**config.mk**
```make
export PLATFORM = sky130hd
export DESIGN_NAME = i2c_master_burst
export DESIGN_NICKNAME = d
export VERILOG_FILES = /design/src/rtl/i2c_pkg.sv /design/src/rtl/i2c_qtr_tick.sv /design/src/rtl/i2c_master_burst.sv
export SDC_FILE = /design/constraint.sdc
export NUM_CORES = 1
export LEC_CHECK = 0
export CAP_MARGIN = 30
export CORE_ASPECT_RATIO = 0.9
export CORE_MARGIN = 1
export CORE_UTILIZATION = 45
export CTS_CLUSTER_SIZE = 24
export DETAILED_ROUTE_END_ITERATION = 10
export GPL_TIMING_DRIVEN = 0
export PLACE_DENSITY_LB_ADDON = 0.05
export REMOVE_ABC_BUFFERS = 1
export SLEW_MARGIN = 20
export SYNTH_ARGS = -nofsm -noshare
export SYNTH_HDL_FRONTEND = slang
export SYNTH_SLANG_ARGS = --single-unit
```
**constraint.sdc**
```tcl
create_clock -name clk -period 3.9 [get_ports clk]
set_input_delay 0.78 -clock clk [delete_from_list [all_inputs] [get_ports clk]]
set_output_delay 0.78 -clock clk [all_outputs]
set_load 0.05 [all_outputs]
```
**src/rtl/i2c_pkg.sv**
```systemverilog
`default_nettype none
// ============================================================================
//  Module      : i2c_pkg
//  Description : Shared types and helpers for the I2C burst master:
//                FSM state encoding, SCL quarter phases, transfer direction
//                and the per-quarter bus drive table.
//  Revision    : 1.0 - initial release
// ============================================================================
package i2c_pkg;

    typedef enum logic [3:0] {
        ST_IDLE   = 4'd0,
        ST_START  = 4'd1,
        ST_ADDR_W = 4'd2,
        ST_ACK_A  = 4'd3,
        ST_REG    = 4'd4,
        ST_ACK_R  = 4'd5,
        ST_RSTART = 4'd6,
        ST_ADDR_R = 4'd7,
        ST_ACK_A2 = 4'd8,
        ST_WDATA  = 4'd9,
        ST_ACK_D  = 4'd10,
        ST_RDATA  = 4'd11,
        ST_MACK   = 4'd12,
        ST_STOP   = 4'd13
    } state_e;

    typedef enum logic [1:0] {
        Q0 = 2'd0,
        Q1 = 2'd1,
        Q2 = 2'd2,
        Q3 = 2'd3
    } qtr_e;

    localparam logic RW_WRITE = 1'b0;
    localparam logic RW_READ  = 1'b1;

    // Returns {scl_oe, sda_oe} for a given state and quarter. A set bit pulls
    // the line low; bit_val is the data bit being sent, mack_low requests an
    // acknowledge from the master in MACK.
    function automatic logic [1:0] line_drive(input state_e st, input qtr_e q,
                                              input logic bit_val, input logic mack_low);
        logic       scl_lo;
        logic       hi_half;
        logic [1:0] drv;
        scl_lo  = (q == Q0) || (q == Q1);
        hi_half = (q == Q2) || (q == Q3);
        drv     = 2'b00;
        case (st)
            ST_START:                                   drv = {1'b0, hi_half};
            ST_ADDR_W, ST_REG, ST_ADDR_R, ST_WDATA:     drv = {scl_lo, ~bit_val};
            ST_ACK_A, ST_ACK_R, ST_ACK_A2, ST_ACK_D,
            ST_RDATA:                                   drv = {scl_lo, 1'b0};
            ST_MACK:                                    drv = {scl_lo, mack_low};
            ST_RSTART:                                  drv = {q == Q0, hi_half};
            ST_STOP:                                    drv = {q == Q0, scl_lo};
            default:                                    drv = 2'b00;
        endcase
        return drv;
    endfunction

endpackage
`default_nettype wire

```
**src/rtl/i2c_qtr_tick.sv**
```systemverilog
`default_nettype none
// ============================================================================
//  Module      : i2c_qtr_tick
//  Description : Quarter-period timebase. Emits a one-cycle tick every
//                QTR_DIV clocks; a synchronous clear holds the count at zero
//                so the first quarter of a transaction is full length.
//  Revision    : 1.0 - initial release
// ============================================================================
module i2c_qtr_tick #(
    parameter int QTR_DIV = 4
) (
    input  logic clk,
    input  logic rst_n,
    input  logic clr,
    output logic tick
);

    localparam logic [7:0] CNT_MAX = 8'(QTR_DIV - 1);

    logic [7:0] cnt_q;
    logic [7:0] cnt_d;

    // Count up to CNT_MAX, tick on the terminal count and wrap.
    always_comb begin
        tick  = (cnt_q == CNT_MAX) && !clr;
        cnt_d = cnt_q + 8'd1;
        if (clr || tick) begin
            cnt_d = 8'd0;
        end
    end

    // Counter register.
    always_ff @(posedge clk or negedge rst_n) begin
        if (!rst_n) begin
            cnt_q <= 8'd0;
        end else begin
            cnt_q <= cnt_d;
        end
    end

endmodule
`default_nettype wire

```
**src/rtl/i2c_master_burst.sv**
```systemverilog
`default_nettype none
// ============================================================================
//  Module      : i2c_master_burst
//  Description : Single-master I2C register burst engine. Sends slave and
//                register address, then writes or (after a repeated START)
//                reads byte_count bytes. Open-drain drive via scl_oe/sda_oe.
//  Revision    : 1.0 - initial release
// ============================================================================
module i2c_master_burst
    import i2c_pkg::*;
#(
    parameter int QTR_DIV = 4,
    parameter int CNT_W   = 4
) (
    input  logic             clk,
    input  logic             reset,
    input  logic             start,
    input  logic             rw,
    input  logic [6:0]       slave_addr,
    input  logic [7:0]       reg_addr,
    input  logic [CNT_W-1:0] byte_count,
    input  logic [7:0]       tx_data,
    output logic             tx_ready,
    output logic [7:0]       rx_data,
    output logic             rx_valid,
    output logic             busy,
    output logic             done,
    output logic             nack_err,
    output logic             scl_oe,
    output logic             sda_oe,
    input  logic             sda_in
);

    state_e           state_q, state_d;
    qtr_e             qph_q, qph_d;
    logic [2:0]       bit_q, bit_d;
    logic [CNT_W-1:0] cnt_q, cnt_d;
    logic [7:0]       shift_q, shift_d;
    logic [7:0]       rxsh_q, rxsh_d;
    logic             samp_q, samp_d;
    logic             rw_q, rw_d;
    logic [6:0]       addr_q, addr_d;
    logic [7:0]       reg_q, reg_d;
    logic             busy_q, busy_d;
    logic             done_q, done_d;
    logic             tx_ready_q, tx_ready_d;
    logic             rx_valid_q, rx_valid_d;
    logic [7:0]       rx_data_q, rx_data_d;
    logic             nack_q, nack_d;
    logic             scl_oe_q, scl_oe_d;
    logic             sda_oe_q, sda_oe_d;
    logic             tick;

    i2c_qtr_tick #(
        .QTR_DIV (QTR_DIV)
    ) u_tick (
        .clk   (clk),
        .rst_n (reset),
        .clr   (state_q == ST_IDLE),
        .tick  (tick)
    );

    // Next-state, datapath and bus-drive logic; lines are registered from the
    // next state so SCL/SDA change cleanly on quarter boundaries.
    always_comb begin
        state_d    = state_q;
        qph_d      = qph_q;
        bit_d      = bit_q;
        cnt_d      = cnt_q;
        shift_d    = shift_q;
        rxsh_d     = rxsh_q;
        samp_d     = samp_q;
        rw_d       = rw_q;
        addr_d     = addr_q;
        reg_d      = reg_q;
        busy_d     = busy_q;
        done_d     = 1'b0;
        tx_ready_d = 1'b0;
        rx_valid_d = 1'b0;
        rx_data_d  = rx_data_q;
        nack_d     = nack_q;

        if (state_q == ST_IDLE) begin
            if (start) begin
                state_d = ST_START;
                qph_d   = Q0;
                bit_d   = 3'd0;
                busy_d  = 1'b1;
                nack_d  = 1'b0;
                rw_d    = rw;
                addr_d  = slave_addr;
                reg_d   = reg_addr;
                cnt_d   = byte_count;
            end
        end else if (tick) begin
            qph_d = qtr_e'(qph_q + 2'd1);

            // Sample the bus on entry to q3 (SCL has been high for a quarter).
            if (qph_q == Q2) begin
                samp_d = sda_in;
                if (state_q == ST_RDATA) begin
                    rxsh_d = {rxsh_q[6:0], sda_in};
                    if (bit_q == 3'd0) begin
                        rx_valid_d = 1'b1;
                        rx_data_d  = {rxsh_q[6:0], sda_in};
                    end
                end
            end

            // End of a bit slot: move to the next bit or phase.
            if (qph_q == Q3) begin
                case (state_q)
                    ST_START: begin
                        state_d = ST_ADDR_W;
                        shift_d = {addr_q, RW_WRITE};
                        bit_d   = 3'd7;
                    end
                    ST_ADDR_W, ST_REG, ST_ADDR_R, ST_WDATA: begin
                        if (bit_q == 3'd0) begin
                            case (state_q)
                                ST_ADDR_W: state_d = ST_ACK_A;
                                ST_REG:    state_d = ST_ACK_R;
                                ST_ADDR_R: state_d = ST_ACK_A2;
                                default:   state_d = ST_ACK_D;
                            endcase
                        end else begin
                            bit_d   = bit_q - 3'd1;
                            shift_d = {shift_q[6:0], 1'b0};
                        end
                    end
                    ST_ACK_A: begin
                        if (samp_q) begin
                            nack_d  = 1'b1;
                            state_d = ST_STOP;
                        end else begin
                            state_d = ST_REG;
                            shift_d = reg_q;
                            bit_d   = 3'd7;
                        end
                    end
                    ST_ACK_R: begin
                        if (samp_q) begin
                            nack_d  = 1'b1;
                            state_d = ST_STOP;
                        end else if (cnt_q == '0) begin
                            state_d = ST_STOP;
                        end else if (rw_q == RW_READ) begin
                            state_d = ST_RSTART;
                        end else begin
                            state_d    = ST_WDATA;
                            shift_d    = tx_data;
                            tx_ready_d = 1'b1;
                            bit_d      = 3'd7;
                        end
                    end
                    ST_RSTART: begin
                        state_d = ST_ADDR_R;
                        shift_d = {addr_q, RW_READ};
                        bit_d   = 3'd7;
                    end
                    ST_ACK_A2: begin
                        if (samp_q) begin
                            nack_d  = 1'b1;
                            state_d = ST_STOP;
                        end else begin
                            state_d = ST_RDATA;
                            bit_d   = 3'd7;
                        end
                    end
                    ST_ACK_D: begin
                        cnt_d = cnt_q - CNT_W'(1);
                        if (samp_q) begin
                            nack_d  = 1'b1;
                            state_d = ST_STOP;
                        end else if (cnt_q == CNT_W'(1)) begin
                            state_d = ST_STOP;
                        end else begin
                            state_d    = ST_WDATA;
                            shift_d    = tx_data;
                            tx_ready_d = 1'b1;
                            bit_d      = 3'd7;
                        end
                    end
                    ST_RDATA: begin
                        if (bit_q == 3'd0) begin
                            state_d = ST_MACK;
                        end else begin
                            bit_d = bit_q - 3'd1;
                        end
                    end
                    ST_MACK: begin
                        cnt_d = cnt_q - CNT_W'(1);
                        if (cnt_q == CNT_W'(1)) begin
                            state_d = ST_STOP;
                        end else begin
                            state_d = ST_RDATA;
                            bit_d   = 3'd7;
                        end
                    end
                    ST_STOP: begin
                        state_d = ST_IDLE;
                        busy_d  = 1'b0;
                        done_d  = 1'b1;
                    end
                    default: state_d = ST_IDLE;
                endcase
            end
        end

        // The last read byte is NACKed by the master so the slave lets go.
        {scl_oe_d, sda_oe_d} = line_drive(state_d, qph_d, shift_d[7], cnt_d != CNT_W'(1));
    end

    // State and datapath registers; reset releases both lines immediately.
    always_ff @(posedge clk or negedge reset) begin
        if (!reset) begin
            state_q    <= ST_IDLE;
            qph_q      <= Q0;
            bit_q      <= 3'd0;
            cnt_q      <= '0;
            shift_q    <= 8'd0;
            rxsh_q     <= 8'd0;
            samp_q     <= 1'b0;
            rw_q       <= RW_WRITE;
            addr_q     <= 7'd0;
            reg_q      <= 8'd0;
            busy_q     <= 1'b0;
            done_q     <= 1'b0;
            tx_ready_q <= 1'b0;
            rx_valid_q <= 1'b0;
            rx_data_q  <= 8'd0;
            nack_q     <= 1'b0;
            scl_oe_q   <= 1'b0;
            sda_oe_q   <= 1'b0;
        end else begin
            state_q    <= state_d;
            qph_q      <= qph_d;
            bit_q      <= bit_d;
            cnt_q      <= cnt_d;
            shift_q    <= shift_d;
            rxsh_q     <= rxsh_d;
            samp_q     <= samp_d;
            rw_q       <= rw_d;
            addr_q     <= addr_d;
            reg_q      <= reg_d;
            busy_q     <= busy_d;
            done_q     <= done_d;
            tx_ready_q <= tx_ready_d;
            rx_valid_q <= rx_valid_d;
            rx_data_q  <= rx_data_d;
            nack_q     <= nack_d;
            scl_oe_q   <= scl_oe_d;
            sda_oe_q   <= sda_oe_d;
        end
    end

    assign tx_ready = tx_ready_q;
    assign rx_data  = rx_data_q;
    assign rx_valid = rx_valid_q;
    assign busy     = busy_q;
    assign done     = done_q;
    assign nack_err = nack_q;
    assign scl_oe   = scl_oe_q;
    assign sda_oe   = sda_oe_q;

endmodule
`default_nettype wire

```
# Word level (Yosys, flattened, before mapping)
# Index checks and enable logic that the tools add are counted.
[classes] add_sub_neg=4 n_eq_ne=48 n_mux=78 n_bitwise=2 reduce_logical=32
[ops] op="$mux 8" n=11
[ops] op="$mux 4" n=15
[ops] op="$eq 4x4->1 const B" n=12
[ops] op="$pmux 8 s6" n=1
[ops] op="$mux 3" n=15
[ops] op="$pmux 4 s9" n=1
[ops] op="$eq 4x3->1 const B" n=8
[ops] op="$mux 1" n=28
[ops] op="$ne 3x2->1 const B" n=6
[ops] op="$pmux 3 s6" n=1
[ops] op="$eq 4x2->1 const B" n=4
[ops] op="$ne 2x2->1 const B" n=8
[ops] op="$eq 4x1->1 const B" n=3
[ops] op="$pmux 2 s6" n=1
[ops] op="$pmux 4 s3" n=1
[ops] op="$reduce_or 4->1" n=3
[ops] op="$reduce_and 11->1" n=1
[ops] op="$reduce_and 10->1" n=1
[ops] op="$reduce_and 5->1" n=2
[ops] op="$reduce_bool 2->1" n=5
[ops] op="$reduce_or 5->1" n=2
[ops] op="$add 8x1->8 const B" n=1
[ops] op="$eq 2x2->1 const B" n=4
[ops] op="$eq 8x2->1 const B" n=1
[ops] op="other kinds (20)" n=29
[word_totals] reg_bits=68 inputBits=32 out_inout_bits=15 elab_cells=184

# Depth between registers and ports, before layout
# Gate-level depths: netlist of the first run.
[depth] word_depth=10 mapped_depth=12 depth_no_buf=11

# By module
# A second synthesis of the first run with hierarchy kept.
[hier_totals] cells_unflattened=395 area_unflattened_um2=3826.2
[modules_own_cells] module="i2c_master_burst" instances=1 cells_each=356 area_each_um2=3443.3 seq_area_each_um2=1501.4
[modules_own_cells] module="i2c_qtr_tick" instances=1 cells_each=39 area_each_um2=382.9 seq_area_each_um2=200.2

# Least setup slack after synthesis of the first run
# OpenSTA, ideal clock, no wires.
[synth_timing] path_type="reg-to-reg" startpoint="register bit_q[0]" endpoint="register sda_oe_q, in the netlist sda_oe" setup_ns=0.086 t_arrival_ns=2.211 t_required_ns=3.814 slack_ns=1.603 path_stages_with_launch=13 path_buffers=1 synth_period_minus_slack_ns=2.297 path_cell_list="dfrtp_1 > inv_1 > ha_1 > nor2b_1 > clkbuf_1 > nor3_1 > o31ai_2 > a21oi_1 > nor2_1 > inv_2 > nor4_1 > a31oi_1 > a32oi_1"
[synth_via] elab_chain_cells=9 word_cells_on_any_way=29 classes_between="13 x eq/ne; 12 x mux; 1 x bitwise; 3 x reduce/logical"
[synth_rtl] item="start, declared" line="i2c_master_burst.sv:36" source="logic [2:0] bit_q, bit_d;"
[synth_rtl] item="start signal, assigned" line="i2c_master_burst.sv:238" source="bit_q <= bit_d;"
[synth_rtl] item="$logic_not 3->1 *" line="i2c_master_burst.sv:119, i2c_master_burst.sv:185"
[synth_rtl] item="$mux 4 (on tied branches)" line="i2c_master_burst.sv:185, i2c_master_burst.sv:119"
[synth_rtl] item="$pmux 4 s9 *" line="i2c_master_burst.sv:112" source="case (state_q)"
[synth_rtl] item="$mux 4 *" line="i2c_master_burst.sv:111" source="if (qph_q == Q3) begin"
[synth_rtl] item="$mux 4 *" line="i2c_master_burst.sv:95" source="end else if (tick) begin"
[synth_rtl] item="$mux 4 *" line="i2c_master_burst.sv:83" source="if (state_q == ST_IDLE) begin"
[synth_rtl] item="named net state_d[1]" line="i2c_master_burst.sv:34" source="state_e state_q, state_d;"
[synth_rtl] item="$eq 4x2->1 (tied with other cells)" line="i2c_pkg.sv:49" source="case (st)"
[synth_rtl] item="$reduce_or 5->1 / $reduce_or 4->1 (equally long branches)" line="i2c_pkg.sv:49"
[synth_rtl] item="$pmux 2 s6 *" line="i2c_pkg.sv:49"
[synth_rtl] item="named net sda_oe_d" line="i2c_master_burst.sv:51" source="logic sda_oe_q, sda_oe_d;"
[synth_rtl] item="end signal, assigned" line="i2c_master_burst.sv:253" source="sda_oe_q <= sda_oe_d;"
[synth_rtl] item="end, declared" line="i2c_master_burst.sv:51"
# Mark *: on every way through the listed nets, which the timed path passes. The rest lies on a longest branch. The select of a mux whose other input is x is not followed.
# A chain may end at the register's enable or synchronous reset.

# Worst setup path in the final report of the first run
[layout_timing] startpoint="register state_q[2]" endpoint="register sda_oe_q, in the netlist sda_oe"
[layout_via] word_cells_on_any_way=59 classes_between="29 x eq/ne; 19 x mux; 1 x bitwise; 10 x reduce/logical"
[layout_rtl] item="start, declared" line="i2c_master_burst.sv:34"
[layout_rtl] item="start signal, assigned" line="i2c_master_burst.sv:236" source="state_q <= state_d;"
[layout_rtl] item="$logic_not 4->1 *" line="i2c_master_burst.sv:59, i2c_master_burst.sv:83"
[layout_rtl] item="$logic_not 1->1" line="i2c_qtr_tick.sv:25" source="tick = (cnt_q == CNT_MAX) && !clr;"
[layout_rtl] item="$logic_and 1x1->1" line="i2c_qtr_tick.sv:25"
[layout_rtl] item="$mux 2" line="i2c_master_burst.sv:95"
[layout_rtl] item="$mux 2 *" line="i2c_master_burst.sv:83"
[layout_rtl] item="named net qph_d[1]" line="i2c_master_burst.sv:35" source="qtr_e qph_q, qph_d;"
[layout_rtl] item="$eq 2x1->1 (tied with other cells)" line="i2c_pkg.sv:46" source="scl_lo = (q == Q0) || (q == Q1);"
[layout_rtl] item="$logic_or 1x1->1 (on tied branches)" line="i2c_pkg.sv:46, i2c_pkg.sv:47"
[layout_rtl] item="$pmux 2 s6 *" line="i2c_pkg.sv:49"
[layout_rtl] item="named net sda_oe_d" line="i2c_master_burst.sv:51"
# Mark *: on every way through the listed nets, which the timed path passes. The rest lies on a longest branch.

==> results of run 1 <==
state kept, by name (all words and copies together), names as in the netlist, 2 cells and up:
name,flops
bit_q,3
addr_q,7
cnt_q,4
rx_data,8
shift_q,8
rxsh_q,7
u_tick.cnt_q,8
state_q,4
qph_q,2
reg_q,8
worst max-delay path, cell delays in order (launching register included):
cell and delay (ns):
dfrtp_1 0.73, nor4_4 0.91, nand2_1 0.72, nand3_1 0.27
o21a_1 0.22, inv_1 0.08, nor4_1 0.17, a31oi_1 0.07
a32oi_1 0.25
cells in the mapped netlist, drive strengths merged, types with 6 or more instances:
cell type	count	area share (%)
nand3	12	1.6
inv	16	1.6
ha	8	2.6
nor4	6	1.9
dfrtp	68	44
nor3	11	1.4
nor2	32	3.3
a211oi	8	1.7
buf	17	2.9
nand2	68	6.7
a222oi	6	1.6
a21oi	13	1.9
mux2	17	5.0
o21ai	16	2.1
a31oi	10	1.6
per-layer routing:
layer	part of all wire (%)	global-route usage [%]	vias up	wire length [um]
li1	-	-	1500	-
met1	49	29.7	1448	4250
met2	45	32.7	102	3900
met3	5.1	4.61	11	444
met4	1.2	6.02	0	103
met5	0	0	-	0
cell families (layout without fill, tap and decap cells):
logic type | after synthesis | count (layout) | share of synthesized area (%)
AND/OR/NAND/NOR | 174 | 174 | 24.4
AO/OA/AOI/OAI | 81 | 81 | 15.9
flip-flops | 68 | 68 | 44.4
buffers and inverters | 38 | 79 | 5.07
multiplexers | 20 | 20 | 5.78
adder cells (fa/ha/maj) | 8 | 8 | 2.61
XOR/XNOR | 8 | 8 | 1.83
per-stage QoR:
step	hold WS [ns]	setup TNS (ns)	instances	worst slack, ns	power (mW)
2_1_floorplan	0.446	0	375	1.06	0.724
3_3_place_gp	0.459	-18.43	520	-0.277	0.772
3_5_place_dp	0.463	0	521	0.396	0.775
4_1_cts	0.298	0	537	0.392	1.40
5_1_grt	0.300	0	537	0.0241	1.44
6_report	0.301	0	537	0.375	1.38
power groups by stage:
| stage | clock (mW) | combinational [mW] | sequential [mW] |
|---|---|---|---|
| 4_1_cts | 0.643 | 0.0532 | 0.708 |
| 3_3_place_gp | 0 | 0.0498 | 0.722 |
| 2_1_floorplan | 0 | 0.00309 | 0.721 |
| 3_5_place_dp | 0 | 0.0531 | 0.722 |
| 6_report | 0.626 | 0.0516 | 0.708 |
| 5_1_grt | 0.672 | 0.0574 | 0.708 |
layout make-up:
| type | instances | area, sq um |
|---|---|---|
| Sequential cell | 68 | 1700 |
| Clock inverter | 7 | 82.6 |
| Fill cell | 768 | 3630 |
| Multi-Input combinational cell | 291 | 1930 |
| Clock buffer | 9 | 124 |
| Inverter | 16 | 60.1 |
| Tap cell | 99 | 124 |
| Timing Repair Buffer | 47 | 485 |
worst min path at each step:
stage / from / endpoint / depth (start not counted)
after floorplan: reg_q[0]$_DFFE_PN0P_ / reg_q[0]$_DFFE_PN0P_ / 2
after global placement: addr_q[5]$_DFFE_PN0P_ / addr_q[5]$_DFFE_PN0P_ / 2
after detailed placement: addr_q[5]$_DFFE_PN0P_ / addr_q[5]$_DFFE_PN0P_ / 2
after CTS: reset / bit_q[2]$_DFFE_PN0P_ / 1
after global routing: reset / bit_q[2]$_DFFE_PN0P_ / 1
final: reset / bit_q[2]$_DFFE_PN0P_ / 1
layout by cell type, fill, tap and decap left out, types with 6 or more instances in the layout:
master / netlist / final
nand2_1: 68 / 68
dfrtp_1: 68 / 68
clkdlybuf4s50_1: 0 / 45
nor2_1: 30 / 30
mux2_2: 17 / 17
inv_1: 15 / 15
o21ai_0: 14 / 14
nand3_1: 12 / 12
nor3_1: 11 / 11
a21oi_1: 11 / 11
a31oi_1: 10 / 10
clkbuf_8: 0 / 9
ha_1: 8 / 8
a211oi_1: 7 / 7
a222oi_1: 6 / 6
==> reports/metrics.cfg, run 1 <==
[status]
status = completed

[placed_design]
place_area_sq_um = 4300
place_congestion = 0.923
dp_hpwl_mm = 5.88
portBuffers = 46

[cts]
cts_tree = done
ctsHoldBuffers = 0
cts_buffers = 9
clock-sinks = 68
clk_pin_slew_worst_paths_ns = 0.10
cts_htree_levels = 3
clock_latency_ns = 0.36
cts_setup_buffers = 0
cts_resized = 0
cts_root_buffer = clkbuf_8
clock_path_buffers = 2

[sta]
fmax_ghz = 0.284
hold_viol_final = 0
finalSetupViolCount = 0
period_needed_ns = 3.53
tightest_slew_ns = 0.933
rsz0062_at_grt = no
slew_violations = 0
period_share_pct = 90.4
fin_skew_ns = 0.0151
slew_headroom_pct = 37.8

[routing]
drt-total-wl_mm = 8.70
viasPerCell = 5.70
routed-via-count = 3061
drt-initial-drc-count = 262
antenna_left = 0
route.detailed.drc = 0
wl_per_cell_um = 16.2
first_pass_iters = 5

[logic_synthesis]
syn_area_per_cell_sq_um = 9.64
synth_flop_cell = dfrtp_1
ys_seq_area_share_pct = 44.4
synth_area_sq_um = 3830
yosys_register_bits = 68
synth_cell_type_count = 74
postSynth.asyncResetShare_pct = 100
synthCells = 397
synth-edff-count = 0
yosysWarnings = 0

[power_and_ir_drop]
p_sw_mw = 0.342
ir_drop_uv = 172
p_int_mw = 1.04
swShare_pct = 24.7
seq_power_share_pct = 51.1
pwr-share-clk_pct = 45.2
p_comb_share_pct = 3.7
powerDensity_nw_per_um2 = 307
power_leakage_nw = 1.97

[die]
die_h_um = 89.5
design.core.area_sq_um = 8150
die_area_sq_um = 8880
fp-row-count = 31
io_pins = 47
start_util_pct = 47.0
chipWidth_um = 99.2

[flow_run]
maxCapViolations = 0

[critical_path]
worst_ep_required_time_ns = 4.17
crit_fanout = 26
critPathCaptureType = register
r2r-end = sda_oe$_DFF_PN0_
cp-start-kind = register
endpoint = sda_oe$_DFF_PN0_
crit_start = state_q[2]$_DFF_PN0_
arrival_ns = 3.79
rrSetupSlack_ns = 0.37
path_class = register to register
rr_worst_depth = 8
rr_startpoint = state_q[2]$_DFF_PN0_

[final_layout]
nNetsFinal = 473
fin_util_pct = 55.4
syn_to_final_growth_pct = 17.8
drive_gt1_share_pct = 14.2
stdcell_area_sq_um = 4510
antennaDiodeCount = 0

[global_routing]
grt_max_degree = 49
grt.total_usage_pct = 21.0
grt_overflow = 0
grt_antenna_before_repair = 0
grt_first_pass_wirelength_mm = 14.3
grt_pass1_vias = 2798

[hold_path]
hold_path.class = input pin to asynchronous set/reset pin

No activity file was read; power rests on OpenSTA's default activity.
==> inputs of run 2 (changes only) <==
- CAP_MARGIN: 30 -> 20
- SKIP_CTS_REPAIR_TIMING: not set -> 1
==> results of run 2 <==
No change in the layout: final DEF, timing and power equal those of run 1.
==> inputs of run 3 (changes only) <==
- CORE_UTILIZATION: 45 -> 35
- SLEW_MARGIN: 20 -> not set
==> run 3 against run 2 <==
Net effect: sequential cell count unchanged; largest power group is now the clock network; hold slack improved by 0.13 ns; highest routed layer unchanged; power rose by 19%; critical path type unchanged; first-iteration DRC count is 27% lower; clock-buffer cell count unchanged; via count decreased by 1.6%.
==> reports/metrics.cfg, run 3 (synthesis gave the netlist of run 1 again) <==
[critical_path]
path_cells = nor4_4 -> and2_0 -> buf_8 -> a211oi_1 -> nor3_1 -> nor3_1 -> nand2_1 -> a31oi_1 -> a32oi_1
worst_ep_required_time_ns = 4.15  ; -0.02 ns
critPathBufInv = 1  ; unchanged
cp_top_family = simple AND/OR/NAND/NOR gates
critPathMostFrequentCell = nor3_1
cp-start-kind = register
critical-path-max-stage-delay_ns = 0.93  ; +0.02 ns
arrival_ns = 3.64  ; -0.15 ns
crit_fanout = 22  ; -15%
crit_slowest_cell = nor4_4
critPathCaptureType = register
path_class = register to register

[final_layout]
most-common-layout-cells = dfrtp_1 (68), nand2_1 (67), clkdlybuf4s50_1 (45), nor2_1 (30), mux2_2 (17)
stdcell_area_sq_um = 4680  ; +3.8%
syn_to_final_growth_pct = 22.3
antennaDiodeCount = 0  ; unchanged
drive_gt1_share_pct = 14.6  ; +0.42 points
nNetsFinal = 474  ; +0.21%
layout_commonest_cell = dfrtp_1

[sta]
whs_ns = 0.435  ; +0.135 ns
fin_skew_ns = 0.00486  ; -0.0103 ns
fmax_ghz = 0.295  ; +3.8%
finalSetupViolCount = 0  ; unchanged
fin_setup_tns_ns = 0  ; unchanged
slew_violations = 0  ; unchanged
slew_headroom_pct = 37.1  ; -0.70 points
fin_ws_ns = 0.505  ; +0.130 ns
hold_viol_final = 0  ; unchanged
rsz0062_at_grt = no
tightest_slew_ns = 0.944  ; +0.0105 ns
period_share_pct = 87.0  ; -3.3 points
period_needed_ns = 3.39  ; -0.130 ns

[global_routing]
grt_max_degree = 69  ; +41%
grt_pass1_vias = 2888  ; +3.2%
grt.total_usage_pct = 17.7  ; -3.4 points
grt_first_pass_wirelength_mm = 15.4  ; +8.0%
grt_antenna_before_repair = 0  ; unchanged
grt_overflow = 0  ; unchanged

[die]
die_h_um = 101  ; +13%
start_util_pct = 36.7  ; -10 points
fp-row-count = 35  ; +13%
design.core.area_sq_um = 10400  ; +28%
io_pins = 47  ; unchanged
die_area_sq_um = 11400  ; +28%
chipWidth_um = 112  ; +13%

[cts]
clock-sinks = 68  ; unchanged
cts_tree = done
clk_pin_slew_worst_paths_ns = 0.06  ; -0.04 ns
cts_htree_levels = 3  ; unchanged
clock_latency_ns = 0.33  ; -0.03 ns
cts_root_buffer = clkbuf_16
clock_path_buffers = 2  ; unchanged
cts_buffers = 9  ; unchanged

[routing]
viasPerCell = 5.30  ; -7.0%
drt-initial-drc-count = 190  ; -27%
drt-total-wl_mm = 9.17  ; +5.4%
antenna_left = 0  ; unchanged
first_pass_iters = 4  ; -1
routed-via-count = 3011  ; -1.6%
wl_per_cell_um = 16.1  ; -0.36%
route.detailed.drc = 0  ; unchanged

[power_and_ir_drop]
powerDensity_nw_per_um2 = 351  ; +14%
total_power_mw = 1.64  ; +19%
p_comb_share_pct = 3.2  ; -0.5 points
p_sw_mw = 0.343  ; +0.25%
seq_power_share_pct = 43.2  ; -7.9 points
swShare_pct = 20.8  ; -3.8 points
ir_drop_uv = 209  ; +21%
p_int_mw = 1.30  ; +25%
power_leakage_nw = 2.03  ; +3.2%
pwr-share-clk_pct = 53.7  ; +8.5 points

[hold_path]
hold_path.class = input pin to asynchronous set/reset pin

[placed_design]
portBuffers = 46  ; unchanged
place_congestion = 0.846  ; -8.3%
dp_hpwl_mm = 6.31  ; +7.2%
place_area_sq_um = 4360  ; +1.2%
dp_worst_setup_slack_ns = 0.293  ; -0.103 ns

[status]
status = completed

[flow_run]
maxCapViolations = 0  ; unchanged

==> run 3: cell count changes in the layout (fill, tap and decap cells not counted), sizes merged <==
cell      change
clkinv        +3
inv           -3
clkinvlp      -1
buf           +1
bufinv        +1
==> run 3: through the flow <==
stage | cells | util, %
floorplan | 375 | -
global placement | 550 | 41.4
detailed placement | 552 | 41.8
CTS | 568 | 44.9
global route | 568 | 44.9
finish | 568 | 44.9
==> run 3: area by class of cell <==
type,count,area [sq um]
Fill cell,1048,5740
Clock buffer,9,225
Timing Repair Buffer,48,500
Tap cell,129,161
Clock inverter,7,98.8
Multi-Input combinational cell,291,1940
Inverter,16,60.1
Sequential cell,68,1700
==> run 3: per-layer routing <==
metal	track usage [%]	part of all wire [%]	vias to the layer above
li1	-	-	1502
met1	24.9	50	1433
met2	27.3	44	66
met3	3.95	4.2	10
met4	5.13	1.2	0
met5	0	0	-
==> run 3: power groups by stage <==
stage	logic (mW)	registers [mW]	clock network [mW]
after global placement	0.0507	0.722	0
after global routing	0.0579	0.709	0.932
after floorplan	0.00309	0.721	0
after detailed placement	0.0537	0.722	0
after CTS	0.0539	0.709	0.911
final	0.0523	0.709	0.882
==> run 3: final timing paths <==
kind                       slack, ns                 start                     end  depth (start not counted)
setup / recovery                0.51  state_q[3]$_DFF_PN0_        sda_oe$_DFF_PN0_                          9
hold / removal                  0.44                 reset    bit_q[1]$_DFFE_PN0P_                          2
setup reg to reg                0.51  state_q[3]$_DFF_PN0_        sda_oe$_DFF_PN0_                          9
hold reg to reg                 0.48  reg_q[4]$_DFFE_PN0P_    reg_q[4]$_DFFE_PN0P_                          2
max in group asynchronous       3.16                 reset  shift_q[1]$_DFFE_PN0P_                          2
min in group clk                0.48  reg_q[4]$_DFFE_PN0P_    reg_q[4]$_DFFE_PN0P_                          2
